**src/rtl/chunked_adder_subtractor.sv**
```systemverilog
// Multi-cycle WIDTH-bit add/subtract, CHUNK bits per clock LSB-first through a full-adder chain.
// Latency: out_valid rises NCHUNK edges after accept; minimum NCHUNK+2 cycles per operation.
// Backpressure: result and flags held in DONE until out_ready; in_ready low outside IDLE.
module chunked_adder_subtractor #(
    parameter int WIDTH = 32,
    parameter int CHUNK = 8
) (
    input  logic             clk,
    input  logic             rst_n,
    input  logic             in_valid,
    output logic             in_ready,
    input  logic [WIDTH-1:0] a,
    input  logic [WIDTH-1:0] b,
    input  logic             sub,
    output logic             out_valid,
    input  logic             out_ready,
    output logic [WIDTH-1:0] z,
    output logic             cout,
    output logic             ovf,
    output logic             zero
);

    localparam int NCHUNK = WIDTH / CHUNK;
    localparam int IDX_W  = (NCHUNK > 1) ? $clog2(NCHUNK) : 1;

    typedef enum logic [1:0] {
        IDLE = 2'd0,
        RUN  = 2'd1,
        DONE = 2'd2
    } state_t;

    state_t             state;
    state_t             state_nxt;
    logic [WIDTH-1:0]   opa;
    logic [WIDTH-1:0]   opb;
    logic               carry;
    logic [IDX_W-1:0]   idx;

    logic [CHUNK-1:0]   chunk_a;
    logic [CHUNK-1:0]   chunk_b;
    logic [CHUNK-1:0]   chunk_sum;
    logic [CHUNK:0]     chain;
    logic [WIDTH-1:0]   z_nxt;
    logic               last;

    // One-bit full-adder cells; chain[k] is the carry into bit k of the chunk.
    always_comb begin
        chunk_a   = opa[idx*CHUNK +: CHUNK];
        chunk_b   = opb[idx*CHUNK +: CHUNK];
        chunk_sum = '0;
        chain     = '0;
        chain[0]  = carry;
        for (int k = 0; k < CHUNK; k++) begin
            chunk_sum[k] = chunk_a[k] ^ chunk_b[k] ^ chain[k];
            chain[k+1]   = (chunk_a[k] & chunk_b[k]) | (chain[k] & (chunk_a[k] ^ chunk_b[k]));
        end
        z_nxt                      = z;
        z_nxt[idx*CHUNK +: CHUNK]  = chunk_sum;
    end

    assign last      = (idx == IDX_W'(NCHUNK - 1));
    assign in_ready  = (state == IDLE);
    assign out_valid = (state == DONE);

    always_ff @(posedge clk or negedge rst_n) begin
        if (!rst_n) begin
            state <= IDLE;
        end else begin
            state <= state_nxt;
        end
    end

    always_comb begin
        state_nxt = state;
        case (state)
            IDLE:    if (in_valid) state_nxt = RUN;
            RUN:     if (last) state_nxt = DONE;
            DONE:    if (out_ready) state_nxt = IDLE;
            default: state_nxt = IDLE;
        endcase
    end

    always_ff @(posedge clk or negedge rst_n) begin
        if (!rst_n) begin
            opa   <= '0;
            opb   <= '0;
            carry <= 1'b0;
            idx   <= '0;
            z     <= '0;
            cout  <= 1'b0;
            ovf   <= 1'b0;
            zero  <= 1'b0;
        end else begin
            case (state)
                IDLE: begin
                    if (in_valid) begin
                        // Subtract as A + ~B + 1: the +1 enters through the initial carry.
                        opa   <= a;
                        opb   <= b ^ {WIDTH{sub}};
                        carry <= sub;
                        idx   <= '0;
                    end
                end
                RUN: begin
                    z     <= z_nxt;
                    carry <= chain[CHUNK];
                    idx   <= idx + IDX_W'(1);
                    if (last) begin
                        cout <= chain[CHUNK];
                        ovf  <= chain[CHUNK-1] ^ chain[CHUNK];
                        zero <= (z_nxt == '0);
                    end
                end
                default: ;
            endcase
        end
    end

endmodule

```
**config.mk**
```make
export PLATFORM = sky130hd
export DESIGN_NAME = chunked_adder_subtractor
export DESIGN_NICKNAME = d
export VERILOG_FILES = /design/src/rtl/chunked_adder_subtractor.sv
export SDC_FILE = /design/constraint.sdc
export NUM_CORES = 1
export LEC_CHECK = 0
export CORE_MARGIN = 1
export CORE_UTILIZATION = 56
export DETAILED_ROUTE_END_ITERATION = 8
export PLACE_DENSITY = 0.95
export RECOVER_POWER = 50
export SLEW_MARGIN = 10
export SYNTH_ARGS = -nofsm -noshare
export SYNTH_HDL_FRONTEND = slang
export SYNTH_SLANG_ARGS = --single-unit
export TNS_END_PERCENT = 30
```
**constraint.sdc**
```tcl
create_clock -name clk -period 11.3 [get_ports clk]
set_input_delay 2.26 -clock clk [delete_from_list [all_inputs] [get_ports clk]]
set_output_delay 2.26 -clock clk [all_outputs]
set_load 0.05 [all_outputs]
```
# After elaboration in Yosys (flattened, before gate mapping)
# Cells that the tools add are included.
# W data, S select, Z words.
[totals]
wordCells = 79
mem_bits_ro = 0
latch_bits = 0
regBits = 104
mem_count = 0
output_inout_bits = 37
mem_bits_rw = 0
[op_classes]
shifts = 4
div_mod_pow = 0
reduce_logical = 7
n_bitwise = 42
n_eq_ne = 6
addsub = 2
order_cmp = 0
multipliers = 0
muxes = 9
[ops]
columns = ["cell", "n"]
rows = [
  ["$shiftx A32 B6 Y8", 2],
  ["$neg A5 Y34", 1],
  ["$shift A8 B34 Y32 const A", 1],
  ["$shiftx A8 B34 Y32", 1],
  ["$bwmux W32", 1],
  ["$logic_not A32 Y1", 1],
  ["$xor A32 B32 Y32", 1],
  ["$xor A1 B1 Y1", 17],
  ["$and A1 B1 Y1", 16],
  ["$mux W2", 4],
  ["$or A1 B1 Y1", 8],
  ["$pmux W2 S3", 1],
  ["$reduce_and A2 Y1", 3],
  ["$eq A2 B2 Y1 const B", 2],
  ["$ne A2 B2 Y1 const B", 2],
  ["$pmux W2 S2", 1],
  ["$reduce_and A3 Y1", 1],
  ["$add A2 B1 Y2 const B", 1],
  ["$eq A2 B1 Y1 const B", 1],
  ["$logic_not A2 Y1", 1],
  ["$ne A2 B1 Y1 const B", 1],
  ["$pmux W1 S2", 1],
  ["$reduce_bool A2 Y1", 1],
  ["$mux W1", 1],
]

# Longest topological paths before layout
[depth]
word_depth = 20
mapped_depth = 18

# Worst setup path before layout
# OpenSTA, ideal clock, no wires.
[synth_path]
path_kind = "register -> register"
from = "register idx[0]"
to = "register zero"
synth_period_minus_slack_ps = 4889
arrival_time_ps = 4813
stages_incl_launch_ff = 19
slack_ps = 6411
required_ps = 11224
n_path_buf = 2
cell_sequence = "dfrtp_1 > buf_4 > buf_4 > mux4_2 > inv_1 > fa_1 > fa_1 > fa_1 > fa_1 > fa_1 > inv_1 > fa_1 > inv_1 > fa_1 > fa_1 > a41oi_1 > nor3b_1 > nand4_1 > o21ai_1"
[synth_between]
elab_chain_cells = 20
[synth_rtl]
columns = ["element", "line", "text"]
rows = [
  ["from (decl)", "37", "logic [IDX_W-1:0] idx;"],
  ["from (signal assigned)", "107", "idx <= idx + IDX_W'(1);"],
  ["$shiftx A32 B6 Y8, on equally long branches", "48, 49", ""],
  ["$xor A1 B1 Y1", "54, 55", ""],
  ["$and A1 B1 Y1", "55", "chain[k+1] = (chunk_a[k] & chunk_b[k]) | (chain[k] & (chunk_a[k] ^ chunk_b[k]));"],
  ["$or A1 B1 Y1", "55", ""],
  ["$and A1 B1 Y1", "55", ""],
  ["$or A1 B1 Y1", "55", ""],
  ["$and A1 B1 Y1", "55", ""],
  ["$or A1 B1 Y1", "55", ""],
  ["[... 4 more ...]", "n/a", ""],
  ["$and A1 B1 Y1", "55", ""],
  ["$or A1 B1 Y1", "55", ""],
  ["$and A1 B1 Y1", "55", ""],
  ["$or A1 B1 Y1", "55", ""],
  ["$xor A1 B1 Y1", "54", "chunk_sum[k] = chunk_a[k] ^ chunk_b[k] ^ chain[k];"],
  ["$shiftx A8 B34 Y32", "58", "z_nxt[idx*CHUNK +: CHUNK] = chunk_sum;"],
  ["$bwmux W32", "58", ""],
  ["$logic_not A32 Y1", "111", "zero <= (z_nxt == '0);"],
  ["to (signal assigned)", "111", ""],
  ["to (decl)", "20", "output logic zero"],
]
# Parallel ways exist; a longest one is shown, timed or not.
# A chain may end at the register's enable or synchronous reset.

==> results.sh <==
export IMPL_routabilityCongestion=0.882
export IMPL_wl_per_cell_um=18.2
export IMPL_worstPathArrival_ps=6230
export IMPL_setup_tns_ps=0
export IMPL_vias=4239
export IMPL_cts_sinks=104
export IMPL_numCtsBuffers=9
export IMPL_start_util_pct=58.7
export IMPL_cp_top_family="buffers and inverters"
export IMPL_worst_pin_slew_ps=4170
export IMPL_grt_usage_pct=28.9
export IMPL_fill_cells=634
export IMPL_vias_per_cell=5.82
export IMPL_postCtsSetupBuffers=0
export IMPL_power_w=0.00223
export IMPL_ys_warnings_count=0
export IMPL_worst_setup_path_end_kind="asynchronous set/reset pin"
export IMPL_rsz0062_at_grt="no"
export IMPL_ys_seq_area_share_pct=49.9
export IMPL_ys_types=48
export IMPL_finalWirelength_um=13300
export IMPL_grt_pass1_wl_um=21600
export IMPL_outcome="finished with violations"
export IMPL_antenna_found_initial=0
export IMPL_grt_pass1_vias=4403
export IMPL_wl_met2_um=7060
export IMPL_violations="DRC, capacitance limit, slew limit"
export IMPL_clk_path_buf_depth=2
export IMPL_drive_gt1_share_pct=7.10
export IMPL_synth_top_family_by_area="simple AND/OR/NAND/NOR gates"
export IMPL_area_growth_pct=23.3
export IMPL_syn_num_nets=609
export IMPL_cp_slowest_cell="clkbuf_1"
export IMPL_skew_ps=14.4
export IMPL_grt_overflow_total=0
export IMPL_drt_iter0_drc=249
export IMPL_path_class="in -> async"
export IMPL_path_buf_inv=2
export IMPL_clkTransAtPathRegs_ps=100
export IMPL_async_flop_share_pct=100
export IMPL_ir_drop_mv=0.173
export IMPL_fin_crit_sh_pct=59.4
export IMPL_insertedDiodeCount=0
export IMPL_cts_resized=0
export IMPL_hold_violations=0
export IMPL_dieWidth_um=98.5
export IMPL_place_hpwl_um=9390
export IMPL_cts_root_buf="clkbuf_8"
export IMPL_yosys_area_share_simple_pct=17.8
export IMPL_syn_area_per_cell_sq_um=9.92
export IMPL_max_freq_mhz=149
export IMPL_synth_mux_area_fraction_pct=7.31
export IMPL_required_ps=10810
export IMPL_holdBufCountCts=0
export IMPL_cap_violations=3
export IMPL_crit_top_cell="clkbuf_1"
export IMPL_synth_edf_count=0
export IMPL_min_path_type="reg -> reg"
export IMPL_synth_xor_area_share_pct=5.54
export IMPL_max_slew_margin_rel_pct=-178
export IMPL_die_h_um=98.5
export IMPL_slew_violations=213
export IMPL_yosys_most_used_dff="dfrtp_1"
export IMPL_drc=5
export IMPL_top_layer_used="met4"
export IMPL_core_area_sq_um=8890
export IMPL_die_area_sq_um=9710
export IMPL_portBuffers=105
export IMPL_cts_tree="yes"
export IMPL_final_min_clock_period_ps=6710
export IMPL_h_tree_depth=3
export IMPL_io_pin_count=106
export IMPL_netlist_area_sq_um=5220
export IMPL_power_leakage_nw=2.83
export IMPL_wl_met1_um=5000
export IMPL_antenna_left=0
export IMPL_synthCells=526
export IMPL_cp_max_fo=80
export IMPL_final_nets=698
export IMPL_worst_setup_path_start_kind="input pin"
export IMPL_synthAdderAreaFrac_pct=4.51
export IMPL_setup_violations=0
export IMPL_path_cells="clkbuf_1 -> clkbuf_1"
export IMPL_powerDensity_nw_per_um2=347
export IMPL_synth_compound_gate_area_share_pct=9.86
export IMPL_first_pass_iters=9
export IMPL_clock_latency_ps=370
export IMPL_grt_max_degree=100
export IMPL_fp_row_count=34
export IMPL_wl_met3_um=760
export IMPL_critical_path_max_stage_delay_ps=3020
export IMPL_ys_ff_latch=104
==> final timing paths <==
kind,slack (ps),start,cells past startpoint,endpoint
setup reg to reg,4890,idx[0],17,zero
min in group asynchronous,2140,rst_n,1,opa[31]
setup / recovery,4590,rst_n,2,opb[13]
hold / removal,490,opa[0],2,opa[0]
max in group clk,4890,idx[0],17,zero
hold reg to reg,490,opa[0],2,opa[0]
==> cell type report <==
cell class	instances	area (sq um)	area share, %
flip-flops and latches	104	2600	40.4
inverters	24	90.1	1.40
clock inverters	5	65.1	1.01
well taps	108	135	2.10
repair buffers	109	1050	16.4
clock buffers	11	151	2.35
multi-input cells	367	2340	36.3
==> Yosys cell counts, drive strengths merged (2+ instances only) <==
cell type  instances  share of area, %
a21oi              5              0.48
a31oi              4              0.48
a41oi              2              0.34
buf               22               2.7
clkbuf             9              0.65
dfrtp            104                50
fa                 8               3.1
ha                 6               1.4
inv               24               1.7
mux4              16               6.9
nand2            171                12
nand2b             3              0.36
nand3              6              0.58
nand4              2              0.24
nand4b             2              0.34
nor2               7              0.50
nor2b              3              0.50
nor3               4              0.38
nor3b              2              0.38
nor4               4              0.89
o2111ai            2              0.34
o21ai             70               7.1
o22ai              3              0.36
o41ai              2              0.34
xnor2             33               5.5
==> logic make-up after synthesis <==
| family | count (synthesis) |
|---|---|
| muxes | 18 |
| adders and majority gates | 14 |
| xor gates and xnor gates | 33 |
| AOI/OAI and AO/OA | 91 |
| buffers and inverters | 55 |
| and+or+nand+nor | 211 |
| DFF | 104 |
==> per-layer routing <==
| layer | up-vias | global-route usage [%] |
|---|---|---|
| li1 | 1924 | - |
| met2 | 213 | 52.8 |
| met5 | - | 0 |
| met4 | 0 | 11.5 |
| met1 | 2062 | 34.3 |
| met3 | 40 | 4.61 |
==> worst register-to-register path, cell delays in order, from the launching register on <==
cell	delay (ps)
dfrtp_1	330
clkbuf_1	1400
mux4_2	490
inv_1	70
fa_1	410
fa_1	390
fa_1	390
fa_1	400
fa_1	380
inv_1	80
fa_1	170
inv_1	60
fa_1	420
fa_1	700
a41oi_1	160
nor3b_1	250
nand4_1	130
o21ai_1	130
==> metrics by stage <==
step	utilization, %	hold WS (ps)	instances	setup WS, ps	area [sq um]
final	72.4	485	728	4590	6430
after global routing	72.4	521	728	3540	6430
after CTS	72.8	488	728	6050	6470
after detailed placement	70.3	461	712	6120	6250
after global placement	70.3	453	712	6260	6250
after floorplan	-	440	526	6410	5220
==> cells in the final DEF (no fill, tap or decap), types with 2 or more instances in the layout <==
master | netlist | routed
fa_1 | 8 | 8
o21ai_2 | 5 | 3
nor4_1 | 2 | 2
clkbuf_1 | 9 | 5
nand2b_1 | 3 | 3
o21ai_0 | 56 | 60
a21oi_1 | 5 | 5
nor2b_1 | 2 | 2
a41oi_1 | 2 | 2
o22ai_1 | 3 | 3
clkdlybuf4s50_1 | 0 | 101
inv_1 | 23 | 23
nand4_1 | 2 | 2
nand3_1 | 6 | 6
dfrtp_1 | 104 | 104
o2111ai_1 | 2 | 2
nand2_2 | 1 | 2
nand2_1 | 169 | 168
dlygate4sd3_1 | 0 | 2
o21ai_1 | 9 | 7
nor2_1 | 7 | 7
mux4_2 | 16 | 16
o41ai_1 | 2 | 2
clkbuf_8 | 0 | 11
ha_1 | 6 | 6
nor3_1 | 4 | 4
a31oi_1 | 4 | 4
clkinv_4 | 0 | 4
nor3b_1 | 1 | 2
nand4b_1 | 2 | 2
xnor2_1 | 33 | 33
==> power breakdown <==
group / internal, W / switching [W] / total (W)
clock network: 0.000116 / 0.000132 / 0.000249
logic: 0.000475 / 0.000840 / 0.00132
registers: 0.000538 / 0.000128 / 0.000666
==> sequential cells by signal, indices dropped and copies added (netlist names) <==
register and count:
ovf 1, carry 1, state 2, cout 1
zero 1, opa 32, opb 32, z 32
idx 2
(Power assumes the default switching activity.)
